`src/rtl/lcd_dma.sv`:
```
// Byte-copy engine feeding the LCD frame buffer: streams bytes from the CPU
// address space into the 13-bit VRAM write port while stalling the CPU.
module lcd_dma #(
    parameter int LEN_UNIT = 16
) (
    input  logic        clk,
    input  logic        reset,
    input  logic        ce,
    input  logic        reg_we,
    input  logic [2:0]  reg_addr,
    input  logic [7:0]  reg_din,
    output logic [7:0]  reg_dout,
    output logic [15:0] src_addr,
    output logic        src_rd,
    input  logic [7:0]  src_din,
    output logic [12:0] vram_addr,
    output logic        vram_wr,
    output logic [7:0]  vram_dout,
    output logic        busy,
    output logic        done
);

    typedef enum logic [1:0] {IDLE, READ, WRITE} state_t;

    state_t      state;
    state_t      state_nx;
    logic [15:0] src_q;
    logic [12:0] dst_q;
    logic [7:0]  len_q;
    logic [15:0] cur_src;
    logic [12:0] cur_dst;
    logic [12:0] remaining;
    logic [12:0] xfer_len;
    logic        wr_en;
    logic        start;
    logic        last;

    // Register writes are only honoured while idle, start included.
    assign wr_en    = ce & reg_we & (state == IDLE);
    assign start    = wr_en & (reg_addr == 3'd5) & reg_din[7];
    assign last     = (state == WRITE) & (remaining == 13'd1);
    assign xfer_len = 13'(((len_q == 8'd0) ? 32'd256 : 32'(len_q)) * LEN_UNIT);

    always_comb begin
        state_nx = state;
        unique case (state)
            IDLE:    if (start) state_nx = READ;
            READ:    if (ce) state_nx = WRITE;
            WRITE:   if (ce) state_nx = last ? IDLE : READ;
            default: state_nx = IDLE;
        endcase
    end

    always_comb begin
        busy     = (state != IDLE);
        src_rd   = (state == READ);
        src_addr = src_rd ? cur_src : 16'h0000;
        vram_wr  = (state == WRITE) & ce;
    end

    always_comb begin
        reg_dout = 8'h00;
        unique case (reg_addr)
            3'd0:    reg_dout = src_q[7:0];
            3'd1:    reg_dout = src_q[15:8];
            3'd2:    reg_dout = dst_q[7:0];
            3'd3:    reg_dout = {3'b000, dst_q[12:8]};
            3'd4:    reg_dout = len_q;
            3'd5:    reg_dout = {busy, 7'b0};
            default: reg_dout = 8'h00;
        endcase
    end

    always_ff @(posedge clk or posedge reset) begin
        if (reset) state <= IDLE;
        else       state <= state_nx;
    end

    always_ff @(posedge clk or posedge reset) begin
        if (reset) begin
            src_q     <= '0;
            dst_q     <= '0;
            len_q     <= '0;
            cur_src   <= '0;
            cur_dst   <= '0;
            remaining <= '0;
            vram_addr <= '0;
            vram_dout <= '0;
            done      <= 1'b0;
        end else begin
            done <= ce & last;
            if (wr_en) begin
                unique case (reg_addr)
                    3'd0:    src_q[7:0]  <= reg_din;
                    3'd1:    src_q[15:8] <= reg_din;
                    3'd2:    dst_q[7:0]  <= reg_din;
                    3'd3:    dst_q[12:8] <= reg_din[4:0];
                    3'd4:    len_q       <= reg_din;
                    default: ;
                endcase
            end
            if (start) begin
                cur_src   <= src_q;
                cur_dst   <= dst_q;
                remaining <= xfer_len;
            end
            // The VRAM outputs double as the data latch and hold between strobes.
            if (ce && state == READ) begin
                vram_addr <= cur_dst;
                vram_dout <= src_din;
            end
            if (ce && state == WRITE) begin
                cur_src   <= cur_src + 16'd1;
                cur_dst   <= cur_dst + 13'd1;
                remaining <= remaining - 13'd1;
            end
        end
    end

endmodule

```
`config.mk`:
```
export PLATFORM = sky130hd
export DESIGN_NAME = lcd_dma
export DESIGN_NICKNAME = d
export VERILOG_FILES = /design/src/rtl/lcd_dma.sv
export SDC_FILE = /design/constraint.sdc
export NUM_CORES = 1
export LEC_CHECK = 0
export ABC_CLOCK_PERIOD_IN_PS = 4100
export BUFFER_PORTS_ARGS = -buffer_cell sky130_fd_sc_hd__buf_2
export CORE_MARGIN = 2
export CORE_UTILIZATION = 50
export DETAILED_ROUTE_END_ITERATION = 6
export PLACE_DENSITY_LB_ADDON = 0.12
export SYNTH_ARGS = -nofsm -noshare
export SYNTH_HDL_FRONTEND = slang
export SYNTH_SLANG_ARGS = --single-unit
```
`constraint.sdc`:
```
create_clock -name clk -period 4.1 [get_ports clk]
set_input_delay 0.615 -clock clk [delete_from_list [all_inputs] [get_ports clk]]
set_output_delay 0.615 -clock clk [all_outputs]
set_load 0.005 [all_outputs]
```
==> flow_summary.toml, run 1 <==
[critical_path]
end_kind = "primary output"
path_max_fanout = 17
crit_path_start_kind = "flop"
ff2ff_setup_slack_ns = 1.45
critical_path_class = "reg -> out"
slowest_delay_ns = 0.75
path_cells = "nor2b_1 -> inv_1 -> nor2_1 -> buf_2"
critPathArrivalTime_ns = 2.11
crit_required_ns = 3.48
slowest_stage = "nor2b_1"

[pwr]
p_sw_frac = 0.373
p_leak_nw = 2.60
power.switching_mw = 1.33
power-per-cell-area_mw_per_mm2 = 614
power_frac_comb = 0.298
p_int_mw = 2.24
p_clk_frac = 0.170
vdd_ir_drop_max_uv = 369
p_seq_frac = 0.532

[hold_path]
min_path_type = "in -> async"

[sta]
rsz0062_at_grt = "no"
fin_skew_ns = 0.0122
slew_violations = 0
tightest_slew_ns = 0.966
finalWorstSetupSlack_ns = 1.37
max_clock_freq_mhz = 367
fin_tns_setup_ns = 0
hold_violations = 0
relSlewSlack = 0.356
timing.final.crit_share = 0.665
fin_crit_ns = 2.73
setup_violations = 0

[placed_design]
dp_slack_ns = 1.43
place_hpwl_mm = 9.57
gp_congestion = 0.908
numPortBuffers = 71

[logic_synthesis]
synth_fa_ha_area_frac = 0.00964
synth_seq_cells = 103
synth-simple-area-share = 0.176
syn_inst = 470
synthMuxAreaShare = 0.150
ys.warnings.count = 0
synthesis.area_mm2 = 0.00519
ys_seq_area_frac = 0.496
synthTopCellsByArea = "dfrtp_1 50%, mux2_2 12%, o21ai_0 2.7%"
synth_compound_gate_area_share = 0.122
async_reset_ff_frac = 1.00
syn_nets = 497
avgSynthCellArea_um2 = 11.1
synth_top_area_frac = 0.496
synthXorXnorAreaFrac = 0.00843
synth_area_leader_cell = "dfrtp_1"
synth-edff-count = 0
synth_top_family_by_area = "simple AND/OR/NAND/NOR gates"
synth.distinct_cells = 61
dominantRegCellSynth = "dfrtp_1"

[cts]
clk_path_buf_depth = 2
cts_setup_buffers = 0
htreeDepth = 3
clkTransAtPathRegs_ns = 0.10
root_buffer = "clkbuf_8"
numCtsBuffers = 9
clk_latency_ns = 0.37
postCtsHoldBufs = 0
cts-resized-gates = 0
tritoncts = "done"
cts_num_sinks = 103

[layout]
antenna_cells = 0
layout-drive-gt1-share = 0.307
register_area_mm2 = 0.00258
final_common_cell = "dfrtp_1"
fin_nets = 560
fillers = 877
final_cell_mix = "103 x dfrtp_1, 71 x buf_2, 55 x mux2_2"
syn_to_final_growth_pct = 12.0
multi_input_area_mm2 = 0.00242

[detailed_routing]
top_layer = "met4"
wire_per_inst_um = 19.4
wl_met3_um = 937
antenna_left = 0
drtIter0Drc = 351
wl_met1_mm = 6.02
drc_errors = 0
totalWireLength_mm = 13.1
vias = 4063
route.met2.wl_mm = 5.91
first_pass_iters = 5
via_per_inst = 6.03

[floorplan]
die-width_um = 106
core_area_mm2 = 0.0102
io_pins = 72
rows = 37
die-area_mm2 = 0.0112
initial_utilization = 0.510
fp.dieH_um = 106

[global_route]
grt_overflow = 0
grt_pass1_vias = 3934
antenna_found_initial = 0
grtUsageTotal = 0.248
grt_pass1_wl_mm = 21.6
grt_start_max_net_pins = 81

[job]
maxCapViolCount = 0

[run_status]
status = "complete, no violations"
layer usage:
layer  vias to the layer above  global-route usage
met4                         0              0.0686
met3                        23              0.0570
met1                      2000               0.373
li1                       1875                   -
met5                         -                   0
met2                       165               0.360
power groups by stage:
stage	combinational, mW	sequential, mW	clock, mW
2_1_floorplan	0.756	1.75	0
3_3_place_gp	1.03	1.90	0
3_5_place_dp	1.06	1.91	0
4_1_cts	1.07	1.89	0.626
5_1_grt	1.19	1.96	0.665
6_report	1.06	1.90	0.607
final cells by class:
| class | count | area share |
|---|---|---|
| Clock inverter | 6 | 0.00989 |
| Timing Repair Buffer | 77 | 0.0688 |
| Clock buffer | 10 | 0.0219 |
| Inverter | 16 | 0.0108 |
| Sequential cell | 103 | 0.443 |
| Tap cell | 136 | 0.0293 |
| Multi-Input combinational cell | 326 | 0.416 |
worst max-delay path: cells and delay by family (launching register included):
kind / cells / cell delay, ns
buffers and inverters: 2 / 0.35
DFF: 1 / 0.47
and+or+nand+nor: 2 / 0.93
cell usage after synthesis (4+ instances only):
cell type and count:
inv_1 16, nand2_1 28, clkbuf_1 7, nor3b_1 6, and2_1 19, and3_1 7, a31oi_1 4, buf_2 11
a211oi_1 16, dfrtp_1 103, o21ai_0 28, nor4_1 6, nor2_1 30, nor3_1 16, o22ai_1 5, nand4_1 7
nor2b_1 4, mux2_2 55, mux4_2 4, a311oi_1 6, ha_1 4, mux2i_1 6, a21oi_1 11, nand3_1 10
per-stage QoR:
stage	util	total power, mW	cell area, µm²	hold slack (ns)	instances
floorplan	-	2.51	5190	0.450	470
global placement	0.553	2.93	5630	0.468	658
detailed placement	0.553	2.97	5630	0.469	658
CTS	0.571	3.58	5820	0.453	674
global route	0.571	3.81	5820	0.460	674
finish	0.571	3.57	5820	0.455	674
kinds of logic after synthesis:
logic type | after synthesis
DFF | 103
muxes | 66
and+or+nand+nor | 158
buffers and inverters | 41
AOI/OAI and AO/OA | 93
xor gates and xnor gates | 5
adders and majority gates | 4
path summary, 6_finish.rpt:
kind	from	endpoint	cells after the start
max	state[1]	src_addr[4]	4
min	reset	vram_dout[4]	2
max reg2reg	state[1]	vram_addr[1]	3
min reg2reg	vram_addr[11]	vram_addr[11]	2
max in group asynchronous	reset	len_q[1]	3
min in group clk	src_din[5]	vram_dout[5]	2
registers in the layout, summed over array words and instances (netlist names):
| name | flops |
|---|---|
| vram_addr | 13 |
| dst_q | 13 |
| cur_src | 16 |
| done | 1 |
| state | 2 |
| remaining | 13 |
| vram_dout | 8 |
| len_q | 8 |
| src_q | 16 |
| cur_dst | 13 |
(Power assumes the default switching activity.)
==> run 2: changes to the inputs <==
Settings changed: ABC_CLOCK_PERIOD_IN_PS 4100 to 2800.
Clock period 4.1 ns to 2.8 ns, I/O delays scaled along.
==> flow_summary.toml, run 2 (synthesized netlist as in run 1, its figures left out) <==
[run_status]
status = "complete, no violations"

[layout]
antenna_cells = 0
layout-drive-gt1-share = 0.312
fin_nets = 564
final_common_cell = "dfrtp_1"
final_cell_mix = "103 x dfrtp_1, 71 x buf_2, 55 x mux2_2"
syn_to_final_growth_pct = 13.9
top_regs = "cur_src: 16 flops, src_q: 16 flops"
fillers = 905
final_area_mm2 = 0.00592
fin_cells = 677

[sta]
finalWorstSetupSlack_ns = 0.586
setup_violations = 0
hold_violations = 0
max_clock_freq_mhz = 452
relSlewSlack = 0.552
timing.final.crit_share = 0.791
fin_skew_ns = 0.00863
fin_crit_ns = 2.21
slew_violations = 0
rsz0062_at_grt = "no"
tightest_slew_ns = 0.673
fin_tns_setup_ns = 0

[detailed_routing]
vias = 4075
totalWireLength_mm = 13.0
wire_per_inst_um = 19.2
antenna_left = 0
via_per_inst = 6.02
first_pass_iters = 5
drc_errors = 0
drtIter0Drc = 390

[critical_path]
ff2ff_setup_slack_ns = 0.65
ff2ff_path_depth = 5
crit_required_ns = 2.38
crit_end = "vram_wr"
r2r-start = "state[1]"
end_kind = "primary output"
path_max_fanout = 12
r2r-end = "remaining[12]"
critical_path_class = "reg -> out"
startpoint = "state[0]"
critPathArrivalTime_ns = 1.79
crit_path_start_kind = "flop"

[placed_design]
gp_congestion = 0.909
place_hpwl_mm = 9.67
numPortBuffers = 71
place_area_mm2 = 0.00570
dpl.cell_count = 662
dp_slack_ns = 0.563

[global_route]
grt_overflow = 0
grt_start_max_net_pins = 55
grtUsageTotal = 0.244
grt_pass1_vias = 3891
grt_pass1_wl_mm = 21.2
antenna_found_initial = 0

[floorplan]
fp.dieH_um = 106
io_pins = 72
rows = 37
die-width_um = 106
die-area_mm2 = 0.0112
core_area_mm2 = 0.0102
initial_utilization = 0.510

[cts]
htreeDepth = 3
clk_latency_ns = 0.37
clk_path_buf_depth = 2
cts-resized-gates = 0
postCtsHoldBufs = 0
clkTransAtPathRegs_ns = 0.10
tritoncts = "done"
numCtsBuffers = 9
cts_num_sinks = 103
root_buffer = "clkbuf_8"
cts_setup_buffers = 0

[pwr]
power-per-cell-area_mw_per_mm2 = 907
power.total_mw = 5.37
p_leak_nw = 2.64
vdd_ir_drop_max_uv = 467

[hold_path]
min_path_type = "in -> async"

[job]
maxCapViolCount = 0
run 2: cell count changes in the layout (fill, tap and decap cells not counted), sizes merged:
| cell | previous run | this run |
|---|---|---|
| clkinv | 2 | 0 |
| bufinv | 0 | 2 |
| clkinvlp | 0 | 3 |
| inv | 20 | 17 |
| clkbuf | 10 | 9 |
| buf | 77 | 81 |
run 2: worst min path at each step:
stage                         to  slack, ns  cells past startpoint
global route        vram_dout[0]       0.12                      2
CTS                 vram_dout[7]       0.11                      2
detailed placement  vram_addr[6]       0.48                      2
finish              vram_dout[0]       0.09                      2
global placement    vram_addr[6]       0.46                      2
floorplan            cur_src[15]       0.45                      1
run 2: per-stage QoR:
stage | utilization | hold WS (ns)
after floorplan | - | 0.450
after global placement | 0.560 | 0.461
after detailed placement | 0.560 | 0.483
after CTS | 0.581 | 0.107
after global routing | 0.581 | 0.122
final | 0.581 | 0.0884
run 2: final cells by class:
| cell class | count | area (µm²) | area share |
|---|---|---|---|
| sequential | 103 | 2580 | 0.436 |
| multi-input combinational | 326 | 2420 | 0.409 |
| timing repair buffer | 81 | 468 | 0.0791 |
| tap | 136 | 170 | 0.0288 |
| clock buffer | 9 | 124 | 0.0209 |
| clock inverter | 6 | 92.6 | 0.0156 |
| inverter | 16 | 63.8 | 0.0108 |
run 2: critical path, stage by stage (launching register included):
cell,delay (ns)
dfrtp_1,0.44
nand3b_2,0.43
inv_1,0.38
buf_2,0.18
run 2: metal layers:
layer / GRT usage / part of all wire / up-vias
li1: - / - / 1884
met1: 0.373 / 0.47 / 2030
met2: 0.363 / 0.46 / 147
met3: 0.0307 / 0.061 / 14
met4: 0.0752 / 0.014 / 0
met5: 0 / 0 / -
run 2: power breakdown:
part           internal [mW]  switching (mW)
registers               2.10           0.685
clock network          0.505           0.519
logic                  0.855           0.711
total                   3.45            1.91
==> run 3: changes to the inputs <==
Settings changed: ABC_AREA set to 1, ABC_CLOCK_PERIOD_IN_PS 2800 to 1920.
Clock period 2.8 ns to 1.92 ns, I/O delays scaled along.
==> flow_summary.toml, run 3 <==
[run_status]
status = "complete, no violations"

[cts]
postCtsHoldBufs = 0
root_buffer = "clkbuf_8"
clk_path_buf_depth = 2
htreeDepth = 3
clkTransAtPathRegs_ns = 0.09
numCtsBuffers = 9
cts_num_sinks = 103
cts-resized-gates = 0
cts_setup_buffers = 0
clk_latency_ns = 0.37
tritoncts = "done"

[logic_synthesis]
synth-edff-count = 0
synth_seq_cells = 103
synth.most_common_cell = "nand2_1"
synthesis.area_mm2 = 0.00543
avgSynthCellArea_um2 = 7.71
ys.warnings.count = 0
synth_common_cells = "186 x nand2_1, 103 x dfrtp_1, 75 x nor2_1, 69 x nand3_1, 64 x inv_1"
syn_nets = 731
synth_area_leader_cell = "dfrtp_1"
synth_top_area_frac = 0.475
syn_inst = 704
synth.distinct_cells = 37
synthTopCellsByArea = "dfrtp_1 47%, nand2_1 13%, nand3_1 6.4%"
async_reset_ff_frac = 1.00
ys_seq_area_frac = 0.475
dominantRegCellSynth = "dfrtp_1"

[placed_design]
numPortBuffers = 71
place_area_mm2 = 0.00596
place_hpwl_mm = 10.4
gp_congestion = 1.00

[floorplan]
die-width_um = 108
rows = 38
core_area_mm2 = 0.0107
io_pins = 72
die-area_mm2 = 0.0117
fp.dieH_um = 108
initial_utilization = 0.507

[critical_path]
crit_required_ns = 1.63
end_kind = "primary output"
startpoint = "state[1]"
path_max_fanout = 4
r2r-start = "state[1]"
critPathArrivalTime_ns = 1.54
crit_path_start_kind = "flop"
critical_path_class = "reg -> out"

[pwr]
power_frac_comb = 0.362
power.total_mw = 8.36
p_sw_frac = 0.404
power.switching_mw = 3.37
p_seq_frac = 0.471
p_leak_nw = 3.03
vdd_ir_drop_max_uv = 646
p_clk_frac = 0.167
power-per-cell-area_mw_per_mm2 = 1360
p_int_mw = 4.98

[sta]
hold_violations = 0
slew_violations = 0
fin_tns_setup_ns = 0
fin_skew_ns = 0.00913
timing.final.crit_share = 0.953
setup_violations = 0
rsz0062_at_grt = "no"
fin_hold_ws_ns = 0.0671
relSlewSlack = 0.627
max_clock_freq_mhz = 546
fin_crit_ns = 1.83
tightest_slew_ns = 0.559

[global_route]
grt_start_max_net_pins = 104
grt_pass1_wl_mm = 23.1
grtUsageTotal = 0.258
grt_overflow = 0
grt_pass1_vias = 4438
antenna_found_initial = 0

[detailed_routing]
wire_per_inst_um = 15.7
totalWireLength_mm = 14.3
drtIter0Drc = 376
drc_errors = 0
via_per_inst = 5.39
antenna_left = 0
first_pass_iters = 6
vias = 4931

[job]
maxCapViolCount = 0

[layout]
final_cell_mix = "186 x nand2_1, 103 x dfrtp_1, 75 x nor2_1"
fin_nets = 798
final_common_cell = "nand2_1"
syn_to_final_growth_pct = 13.5
antenna_cells = 0
top_regs = "cur_src: 16 flops, src_q: 16 flops"
final_area_mm2 = 0.00616
layout-drive-gt1-share = 0.163

[hold_path]
min_path_type = "in -> async"
[run 3: cell count changes after synthesis, sizes merged, moves of 18 or more]
cell	before	now
nand2	28	191
nand3	10	71
o21ai	29	88
inv	16	68
mux2	56	9
nor2	31	78
and2	19	1
[run 3: through the flow]
step                      setup slack, ns  std cells   util
final                              0.0899        915  0.576
after global routing               0.0200        915  0.576
after CTS                          0.0971        915  0.576
after detailed placement            0.252        900  0.558
after global placement              0.244        900  0.558
after floorplan                     0.400        704      -
[run 3: cells by family (layout without fill, tap and decap cells)]
logic type	count (synthesis)	count (layout)	synth area share
XOR/XNOR	5	5	0.00807
flip-flops	103	103	0.475
AO/OA/AOI/OAI	129	129	0.131
adder cells (fa/ha/maj)	4	4	0.00922
AND/OR/NAND/NOR	359	359	0.285
multiplexers	9	9	0.0187
buffers and inverters	95	166	0.0735
[run 3: layout make-up]
class / instances / area [µm²]
clock inverters: 3 / 42.5
repair buffers: 81 / 493
flip-flops and latches: 103 / 2580
fillers: 1044 / 4540
clock buffers: 12 / 155
multi-input cells: 506 / 2450
inverters: 70 / 267
well taps: 140 / 175
[run 3: worst paths after layout]
path                       depth (start not counted)           end  slack [ns]
setup / recovery                                   5   reg_dout[7]        0.09
setup reg to reg                                   8    cur_src[8]        0.23
hold reg to reg                                    2  vram_addr[7]        0.48
hold / removal                                     3  vram_dout[7]        0.07
min in group clk                                   2  vram_dout[5]        0.14
max in group asynchronous                          3  remaining[7]        1.45
[run 3: power by group through the flow]
stage / logic, mW / registers [mW] / clock network [mW]
floorplan: 2.10 / 3.74 / 0
global placement: 2.96 / 3.93 / 0
detailed placement: 3.02 / 3.95 / 0
CTS: 3.03 / 3.92 / 1.43
global route: 3.47 / 4.07 / 1.53
finish: 3.03 / 3.94 / 1.39
[run 3: per-layer routing]
| metal | global-route usage | up-vias | part of all wire |
|---|---|---|---|
| li1 | - | 2438 | - |
| met1 | 0.395 | 2302 | 0.49 |
| met2 | 0.372 | 169 | 0.44 |
| met3 | 0.0338 | 22 | 0.055 |
| met4 | 0.0943 | 0 | 0.020 |
| met5 | 0 | - | 0 |
[run 3: critical path, cell delays in order (launching register included)]
cell and delay, ns:
dfrtp_1 0.41, nor2_1 0.22, nor2_1 0.11, a21oi_1 0.13, o2111ai_1 0.15, buf_2 0.16
